### src/rtl/draw_sequencer.sv
// rtl/draw_sequencer.sv - job sequencer for fill/reuleaux engines with a clipped VGA plot mux
// Optional engine-phase watchdog is enabled by defining DRAW_SEQ_WATCHDOG_EN.
module draw_sequencer #(
    parameter int SCREEN_W = 160,
    parameter int SCREEN_H = 120
`ifdef DRAW_SEQ_WATCHDOG_EN
    ,
    parameter int WDOG_CYCLES = 20000
`endif
) (
    input  logic       clk,
    input  logic       rst,
    input  logic       req,
    input  logic       req_clear,
    input  logic [2:0] req_colour,
    input  logic [7:0] req_centre_x,
    input  logic [6:0] req_centre_y,
    input  logic [7:0] req_diameter,
    output logic       ack,
    output logic       busy,
    output logic       done,
    output logic       err,
    output logic       fill_start,
    input  logic       fill_done,
    input  logic [7:0] fill_vga_x,
    input  logic [6:0] fill_vga_y,
    input  logic [2:0] fill_vga_colour,
    input  logic       fill_vga_plot,
    output logic       shape_start,
    output logic [2:0] shape_colour,
    output logic [7:0] shape_centre_x,
    output logic [6:0] shape_centre_y,
    output logic [7:0] shape_diameter,
    input  logic       shape_done,
    input  logic [7:0] shape_vga_x,
    input  logic [6:0] shape_vga_y,
    input  logic [2:0] shape_vga_colour,
    input  logic       shape_vga_plot,
    output logic [7:0] vga_x,
    output logic [6:0] vga_y,
    output logic [2:0] vga_colour,
    output logic       vga_plot
);

    typedef enum logic [2:0] {
        S_IDLE      = 3'd0,
        S_CLEAR     = 3'd1,
        S_CLEAR_REL = 3'd2,
        S_DRAW      = 3'd3,
        S_DRAW_REL  = 3'd4,
        S_FINISH    = 3'd5
    } state_t;

    localparam logic [8:0] LP_SCREEN_W = 9'(SCREEN_W);
    localparam logic [7:0] LP_SCREEN_H = 8'(SCREEN_H);

    state_t     r_state;
    state_t     w_state_next;
    logic [2:0] r_colour;
    logic [7:0] r_centre_x;
    logic [6:0] r_centre_y;
    logic [7:0] r_diameter;

    logic       w_ack;
    logic       w_done;
    logic       w_fill_start;
    logic       w_shape_start;
    logic       w_wdog_hit;
    logic [7:0] w_sel_x;
    logic [6:0] w_sel_y;
    logic [2:0] w_sel_colour;
    logic       w_sel_plot;

    always_ff @(posedge clk) begin
        if (rst) begin
            r_state    <= S_IDLE;
            r_colour   <= 3'd0;
            r_centre_x <= 8'd0;
            r_centre_y <= 7'd0;
            r_diameter <= 8'd0;
        end else begin
            r_state <= w_state_next;
            if (w_ack) begin
                r_colour   <= req_colour;
                r_centre_x <= req_centre_x;
                r_centre_y <= req_centre_y;
                r_diameter <= req_diameter;
            end
        end
    end

    always_comb begin
        w_state_next  = r_state;
        w_ack         = 1'b0;
        w_done        = 1'b0;
        w_fill_start  = 1'b0;
        w_shape_start = 1'b0;
        w_sel_x       = 8'd0;
        w_sel_y       = 7'd0;
        w_sel_colour  = 3'd0;
        w_sel_plot    = 1'b0;
        case (r_state)
            S_IDLE: begin
                if (req && !rst) begin
                    w_ack        = 1'b1;
                    w_state_next = req_clear ? S_CLEAR : S_DRAW;
                end
            end
            S_CLEAR, S_CLEAR_REL: begin
                w_sel_x      = fill_vga_x;
                w_sel_y      = fill_vga_y;
                w_sel_colour = fill_vga_colour;
                w_sel_plot   = fill_vga_plot;
                if (r_state == S_CLEAR) begin
                    w_fill_start = 1'b1;
                    if (fill_done) w_state_next = S_CLEAR_REL;
                end else if (!fill_done) begin
                    w_state_next = S_DRAW;
                end
            end
            S_DRAW, S_DRAW_REL: begin
                w_sel_x      = shape_vga_x;
                w_sel_y      = shape_vga_y;
                w_sel_colour = shape_vga_colour;
                w_sel_plot   = shape_vga_plot;
                if (r_state == S_DRAW) begin
                    w_shape_start = 1'b1;
                    if (shape_done) w_state_next = S_DRAW_REL;
                end else if (!shape_done) begin
                    w_state_next = S_FINISH;
                end
            end
            S_FINISH: begin
                w_done       = 1'b1;
                w_state_next = S_IDLE;
            end
            default: w_state_next = S_IDLE;
        endcase
        // A timed-out engine is cut off immediately and the job is closed out normally
        if (w_wdog_hit) begin
            w_fill_start  = 1'b0;
            w_shape_start = 1'b0;
            w_sel_plot    = 1'b0;
            w_state_next  = S_FINISH;
        end
    end

`ifdef DRAW_SEQ_WATCHDOG_EN
    localparam logic [14:0] LP_WDOG = 15'(WDOG_CYCLES);

    logic [14:0] r_wdog_cnt;
    logic        r_err;
    logic        w_phase_active;
    logic        w_phase_entry;

    assign w_phase_active = (r_state == S_CLEAR) || (r_state == S_CLEAR_REL) ||
                            (r_state == S_DRAW)  || (r_state == S_DRAW_REL);
    assign w_phase_entry  = (w_state_next != r_state) &&
                            ((w_state_next == S_CLEAR) || (w_state_next == S_DRAW));
    assign w_wdog_hit     = w_phase_active && (r_wdog_cnt == LP_WDOG);

    always_ff @(posedge clk) begin
        if (rst) begin
            r_wdog_cnt <= 15'd0;
            r_err      <= 1'b0;
        end else begin
            if (w_phase_entry) begin
                r_wdog_cnt <= 15'd0;
            end else if (w_phase_active) begin
                r_wdog_cnt <= r_wdog_cnt + 15'd1;
            end
            if (w_ack) begin
                r_err <= 1'b0;
            end else if (w_wdog_hit) begin
                r_err <= 1'b1;
            end
        end
    end

    assign err = r_err;
`else
    assign w_wdog_hit = 1'b0;
    assign err        = 1'b0;
`endif

    assign ack            = w_ack;
    assign busy           = (r_state != S_IDLE);
    assign done           = w_done;
    assign fill_start     = w_fill_start;
    assign shape_start    = w_shape_start;
    assign shape_colour   = r_colour;
    assign shape_centre_x = r_centre_x;
    assign shape_centre_y = r_centre_y;
    assign shape_diameter = r_diameter;

    assign vga_x      = w_sel_x;
    assign vga_y      = w_sel_y;
    assign vga_colour = w_sel_colour;
    assign vga_plot   = w_sel_plot && ({1'b0, w_sel_x} < LP_SCREEN_W) &&
                        ({1'b0, w_sel_y} < LP_SCREEN_H);

endmodule

### config.mk
export PLATFORM = sky130hd
export DESIGN_NAME = draw_sequencer
export DESIGN_NICKNAME = d
export VERILOG_FILES = /design/src/rtl/draw_sequencer.sv
export SDC_FILE = /design/constraint.sdc
export NUM_CORES = 1
export LEC_CHECK = 0
export CORE_ASPECT_RATIO = 2
export CORE_MARGIN = 4
export CORE_UTILIZATION = 38
export CTS_BUF_LIST = sky130_fd_sc_hd__clkbuf_2 sky130_fd_sc_hd__clkbuf_4 sky130_fd_sc_hd__clkbuf_8
export DETAILED_ROUTE_END_ITERATION = 6
export PLACE_DENSITY = 0.84
export SYNTH_ARGS = -nofsm -noshare
export SYNTH_HDL_FRONTEND = slang
export SYNTH_SLANG_ARGS = --single-unit
### constraint.sdc
create_clock -name clk -period 2 [get_ports clk]
set_clock_uncertainty 0.15 [all_clocks]
set_input_delay 0.4 -clock clk [delete_from_list [all_inputs] [get_ports clk]]
set_output_delay 0.4 -clock clk [all_outputs]
set_load 0.03 [all_outputs]
==> run metrics, run 1 <==
DP Wirelength 4800 um; Crit Path Max Fanout 6; Max IR drop VDD 647 uV; Hold-fix buffers, CTS 0; first-pass GRT wire length 11,000 um; via count about 2,400; Slew Limit Fails 0; Hold Path Class register to register; Crit path max-delay family compound AO/OA/AOI/OAI gates; failing checks setup timing; CTS tree done; First-pass DRT Iterations 5; clock transition at the registers of the reported paths 0.06 ns; H-tree depth 2; Total Nets Final between 400 and 500; # clock sinks 29; CP max-delay cell or3b_4; Port Buffers about 120; Root Driver clkbuf_8; syn_nets 314; io pins 121; Worst Setup End Kind output port; initial antenna violation count 0; Die W 57.7 um; crit path DAT ~1.9 ns; share of power burned in registers 0.270; routability congestion estimate approximately 0.84; routed vias/inst 5.39; top post-synthesis cells by area dfxtp_1 (31%), nand2_1 (14%), nand3b_1 (11%); Clock power frac 0.186; Synth Area per Inst around 7.7 um^2; pwr/cell area 701 mW/mm^2; Setup TNS Final -5.54 ns; worst-skew pair later-pin latency 0.27 ns; Area Overhead vs Synth 94.3%; Avg WL per Cell 16.0 um; P_leak 1.54 nW; initial cell density of the core 0.400; vias in the first global route 2,391; fin crit period 2.43 ns; Overall Power 2.56 mW; ant diodes 0; share of layout cells above drive strength 1 0.328; Setup WS pre-CTS -0.565 ns; Max Cap Viol 0; RSZ-0062 raised after global routing yes; switch share 0.380; PnR worst setup slack -0.434 ns; row cnt 35; Die Span Y roughly 110 um; Iter 0 DRT Violations about 80; status finished with violations; Yosys cell types 36; cells along the critical path buf_6 -> nor3b_4 -> a32oi_1 -> or3b_4 -> a221oi_4 -> buf_6; synth warn 0; Placeable Area roughly 0.0047 mm^2; Synth Instances 244; CP most frequent cell buf_6; most common cell after layout, fill and taps aside clkdlybuf4s50_1; Synth Register Bits 29; CP peak stage delay 0.42 ns; total die area 0.00619 mm^2; final hold violation count 0; total grt overflow 0; DRC 0; WS Path Type register to output port; cell taking the most area after synthesis dfxtp_1; Fmax 411 MHz; final setup fails 20; Buffers & Inverters on Critical Path 2; post-synth top area share 0.310; fin crit share 1.22; commonest cells after routing, fill and taps aside clkdlybuf4s50_1 (89), nand2_1 (71), buf_4 (35); register area share after synthesis 0.310; TritonCTS Buffers 5; Logic pwr share 0.544; final wirelength ~7000 um; largest net degree at the start of global routing 27; DRT antenna net count 0; Switch Pwr approximately 1 mW; global-route usage over all layers 0.216; Int Power 1.58 mW; Clock Path Buffers 2; CP Launch Type register; Required @ worst endpoint between 1 and 1.5 ns; Synth Cell Area 0.00188 mm^2
## power by group through the flow
stage / combinational [mW] / sequential (mW) / clock (mW)
final: 1.39 / 0.691 / 0.475
after global routing: 1.47 / 0.698 / 0.509
after CTS: 1.33 / 0.688 / 0.489
after detailed placement: 1.17 / 0.697 / 0
after global placement: 1.16 / 0.695 / 0
after floorplan: 0.586 / 0.796 / 0
## metrics by stage
stage / util / area, um^2 / cells / hold slack [ns]
4_1_cts: 0.749 / 3510 / 431 / 0.323
2_1_floorplan: - / 1940 / 244 / 0.349
3_3_place_gp: 0.682 / 3190 / 419 / 0.307
6_report: 0.778 / 3640 / 439 / 0.322
5_1_grt: 0.778 / 3640 / 439 / 0.346
3_5_place_dp: 0.682 / 3190 / 419 / 0.312
## kinds of logic (layout without fill, tap and decap cells)
| logic type | count (synthesis) | in the layout | synth area share |
|---|---|---|---|
| AO/OA/AOI/OAI | 49 | 49 | 0.173 |
| XOR/XNOR | 1 | 1 | 0.00467 |
| buffers and inverters | 26 | 166 | 0.0740 |
| flip-flops | 29 | 29 | 0.310 |
| multiplexers | 19 | 19 | 0.112 |
| other | 1 | 1 | 0.00200 |
| AND/OR/NAND/NOR | 119 | 119 | 0.324 |
## area by class of cell
class	instances	area, um^2
Timing Repair Buffer	154	1500
Fill cell	305	1040
Inverter	4	15.0
Tap cell	55	68.8
Sequential cell	29	589
Multi-Input combinational cell	189	1390
Clock inverter	2	10.0
Clock buffer	6	76.3
## tightest hold or removal path, cell delays in order (launching register included)
cell      delay (ns)
dfxtp_1         0.31
nand3b_1        0.07
nand2_1         0.05
## synthesized netlist by cell type
cell type / instances
a31oi_1: 3
mux2_2: 16
or3b_1: 1
nand3_2: 1
a22oi_1: 16
nand2_1: 72
and3_1: 1
a21oi_1: 3
nor3_1: 2
inv_1: 3
o31a_1: 1
nor2_2: 1
dfxtp_1: 29
xor2_1: 1
or4bb_1: 2
mux2i_1: 3
and2_1: 1
nor3b_1: 3
buf_2: 9
buf_4: 2
clkbuf_1: 8
a22o_1: 1
a32oi_1: 2
nor2_1: 3
inv_2: 1
nor2b_1: 2
o211ai_1: 2
o311ai_0: 1
nand4_1: 1
nand2b_1: 2
conb_1: 1
o21a_1: 1
buf_6: 3
o21ai_0: 18
a221oi_2: 1
nand3b_1: 27
## final timing paths
kind | end | from | slack (ns) | cells after the start
min | shape_diameter[0]$_SDFFE_PP0P_ | shape_diameter[0]$_SDFFE_PP0P_ | 0.32 | 2
min reg2reg | shape_diameter[0]$_SDFFE_PP0P_ | shape_diameter[0]$_SDFFE_PP0P_ | 0.32 | 2
max reg2reg | r_state[0]$_SDFFE_PP0P_ | r_state[0]$_SDFFE_PP0P_ | 0.48 | 7
max | vga_plot | r_state[0]$_SDFFE_PP0P_ | -0.43 | 6
## state kept, by name (all words and copies together) (netlist names)
register	flops
shape_centre_y	7
shape_colour	3
r_state	3
shape_centre_x	8
shape_diameter	8
## layer usage
layer | global-route usage | wire length (um) | share of wire | up-vias
li1 | - | - | - | 1131
met4 | 0.0630 | 112 | 0.016 | 0
met2 | 0.406 | 3620 | 0.51 | 121
met1 | 0.223 | 2620 | 0.37 | 1098
met3 | 0.0624 | 691 | 0.098 | 17
met5 | 0 | 0 | 0 | -
## what timing repair did
item / CTS / global route
endpoints found under the setup margin: 21 / 20
resized for setup: 60 / 14
buffers inserted: 4 / 8
pin swaps: 5 / 5
Note: power is estimated with default switching activity, not from simulation.
==> run 2, diff against run 1 <==
--- a/config.mk
+++ b/config.mk
@@ -6,11 +6,10 @@
 export NUM_CORES = 1
 export LEC_CHECK = 0
 export CORE_ASPECT_RATIO = 2
-export CORE_MARGIN = 4
 export CORE_UTILIZATION = 38
 export CTS_BUF_LIST = sky130_fd_sc_hd__clkbuf_2 sky130_fd_sc_hd__clkbuf_4 sky130_fd_sc_hd__clkbuf_8
 export DETAILED_ROUTE_END_ITERATION = 6
-export PLACE_DENSITY = 0.84
+export PLACE_DENSITY = 0.95
 export SYNTH_ARGS = -nofsm -noshare
 export SYNTH_HDL_FRONTEND = slang
 export SYNTH_SLANG_ARGS = --single-unit
==> run 2 against run 1 <==
- the flow still finishes with violations (setup timing)
- total power rose by 2.1%
- worst hold slack improved by 0.0033 ns
- via count rose by 1.4%
- utilization fell by 0.21 points
- largest power group unchanged
- register-to-register slack got worse by 0.04 ns
==> run metrics, run 2 (synthesis results as in run 1) <==
status finished with violations; failing checks setup timing; Placeable Area ~0.0047 mm^2; final wirelength 7250 um; initial cell density of the core 0.400; worst r2r src r_state[1]$_SDFFE_PP0P_; Required @ worst endpoint approximately 1.5 ns; crit path DAT 1.91 ns; initial antenna violation count 0; global-route usage over all layers 0.264; WS Path Type register to output port; Clock power frac 0.196; Setup WS pre-CTS -0.581 ns; total grt overflow 0; Port Buffers 119; first-pass GRT wire length 10,500 um; Iter 0 DRT Violations 42; via count around 2,400; Hold Path Class register to register; PnR worst setup slack -0.464 ns; TritonCTS Buffers 5; row cnt 35; Setup TNS Final -4.75 ns; Int Power 1.63 mW; Post-DP Area 0.00324 mm^2; most common cell after layout, fill and taps aside clkdlybuf4s50_1; total die area 0.00524 mm^2; routability congestion estimate 0.862; Worst Setup End Kind output port; Total Nets Final between 400 and 500; # clock sinks 29; RSZ-0062 raised after global routing yes; P_leak about 1.5 nW; Max IR drop VDD 689 uV; Die Span Y 101 um; Switch Pwr 0.982 mW; First-pass DRT Iterations 5; routed vias/inst between 5 and 6; DRC 0; Max Cap Viol 0; switch share 0.376; Slew Limit Fails 0; Clock Path Buffers 2; Root Driver clkbuf_8; io pins 121; largest net degree at the start of global routing 30; CTS tree done; share of power burned in registers 0.268; ant diodes 0; final setup fails 18; final instance area between 0.003 and 0.004 mm^2; vias in the first global route 2,441; Avg WL per Cell 16.7 um; Overall Power 2.61 mW; Die W 51.7 um; H-tree depth 2; Fmax 406 MHz; worst-skew pair later-pin latency 0.28 ns; CP Launch Point r_state[0]$_SDFFE_PP0P_; pwr/cell area between 700 and 800 mW/mm^2; Logic pwr share 0.537; final hold violation count 0; hold_sp shape_colour[1]$_SDFFE_PP0P_; fin crit share 1.23; CP Launch Type register; Hold-fix buffers, CTS 0; DP Wirelength 4910 um; share of layout cells above drive strength 1 0.318; commonest cells after routing, fill and taps aside clkdlybuf4s50_1 (90), nand2_1 (72), buf_4 (34); clock transition at the registers of the reported paths 0.07 ns; Area Overhead vs Synth 93.8%; DRT antenna net count 0; fin crit period roughly 2.5 ns; Crit Path Max Fanout 8
[run 2: changes by cell type in the layout (fill, tap and decap cells not counted), moves of 2 or more]
cell | before | now
a22oi_1 | 1 | 4
a22oi_2 | 15 | 12
buf_6 | 21 | 18
clkinv_2 | 2 | 0
mux2i_1 | 3 | 1
nor3b_2 | 0 | 2
nor3b_4 | 2 | 0
[run 2: critical path, stage by stage, from the launching register on]
cell and delay (ns):
dfxtp_4 0.42, mux2i_4 0.26, nor2_1 0.08, or3b_4 0.41, a221oi_4 0.31, buf_12 0.16
[run 2: layer usage]
layer	part of all wire	track usage	up-vias	wire [um]
met5	0	0	-	0
met4	0.030	0.127	0	221
met3	0.071	0.0676	20	518
met2	0.55	0.508	125	4020
met1	0.34	0.243	1129	2490
li1	-	-	1125	-
[run 2: final timing paths]
kind,to,slack [ns],depth (start not counted)
worst max-delay path,vga_plot,-0.46,5
worst min-delay path,shape_colour[1]$_SDFFE_PP0P_,0.32,2
worst max register to register,shape_centre_y[0]$_SDFFE_PP0P_,0.44,7
worst min register to register,shape_colour[1]$_SDFFE_PP0P_,0.32,2
[run 2: cell type report]
class	count	area [um^2]
multi-input combinational	189	1380
sequential	29	589
tap	55	68.8
clock buffer	7	90.1
inverter	4	15.0
timing repair buffer	151	1490
fill	316	1050
[run 2: power groups by stage]
stage / combinational [mW] / sequential [mW] / clock, mW
floorplan: 0.586 / 0.796 / 0
global placement: 1.19 / 0.697 / 0
detailed placement: 1.21 / 0.700 / 0
CTS: 1.25 / 0.697 / 0.515
global route: 1.47 / 0.706 / 0.530
finish: 1.40 / 0.698 / 0.510
[run 2: timing repair]
action	in CTS	in global routing
pin swaps	6	11
cloned	0	1
setup endpoints to repair	19	18
buffers inserted	3	2
gates resized for setup	23	46
[run 2: through the flow]
| stage | util | hold slack, ns | instances |
|---|---|---|---|
| final | 0.776 | 0.325 | 435 |
| after global routing | 0.776 | 0.344 | 435 |
| after CTS | 0.726 | 0.328 | 433 |
| after detailed placement | 0.692 | 0.314 | 424 |
| after global placement | 0.692 | 0.308 | 424 |
| after floorplan | - | 0.349 | 244 |
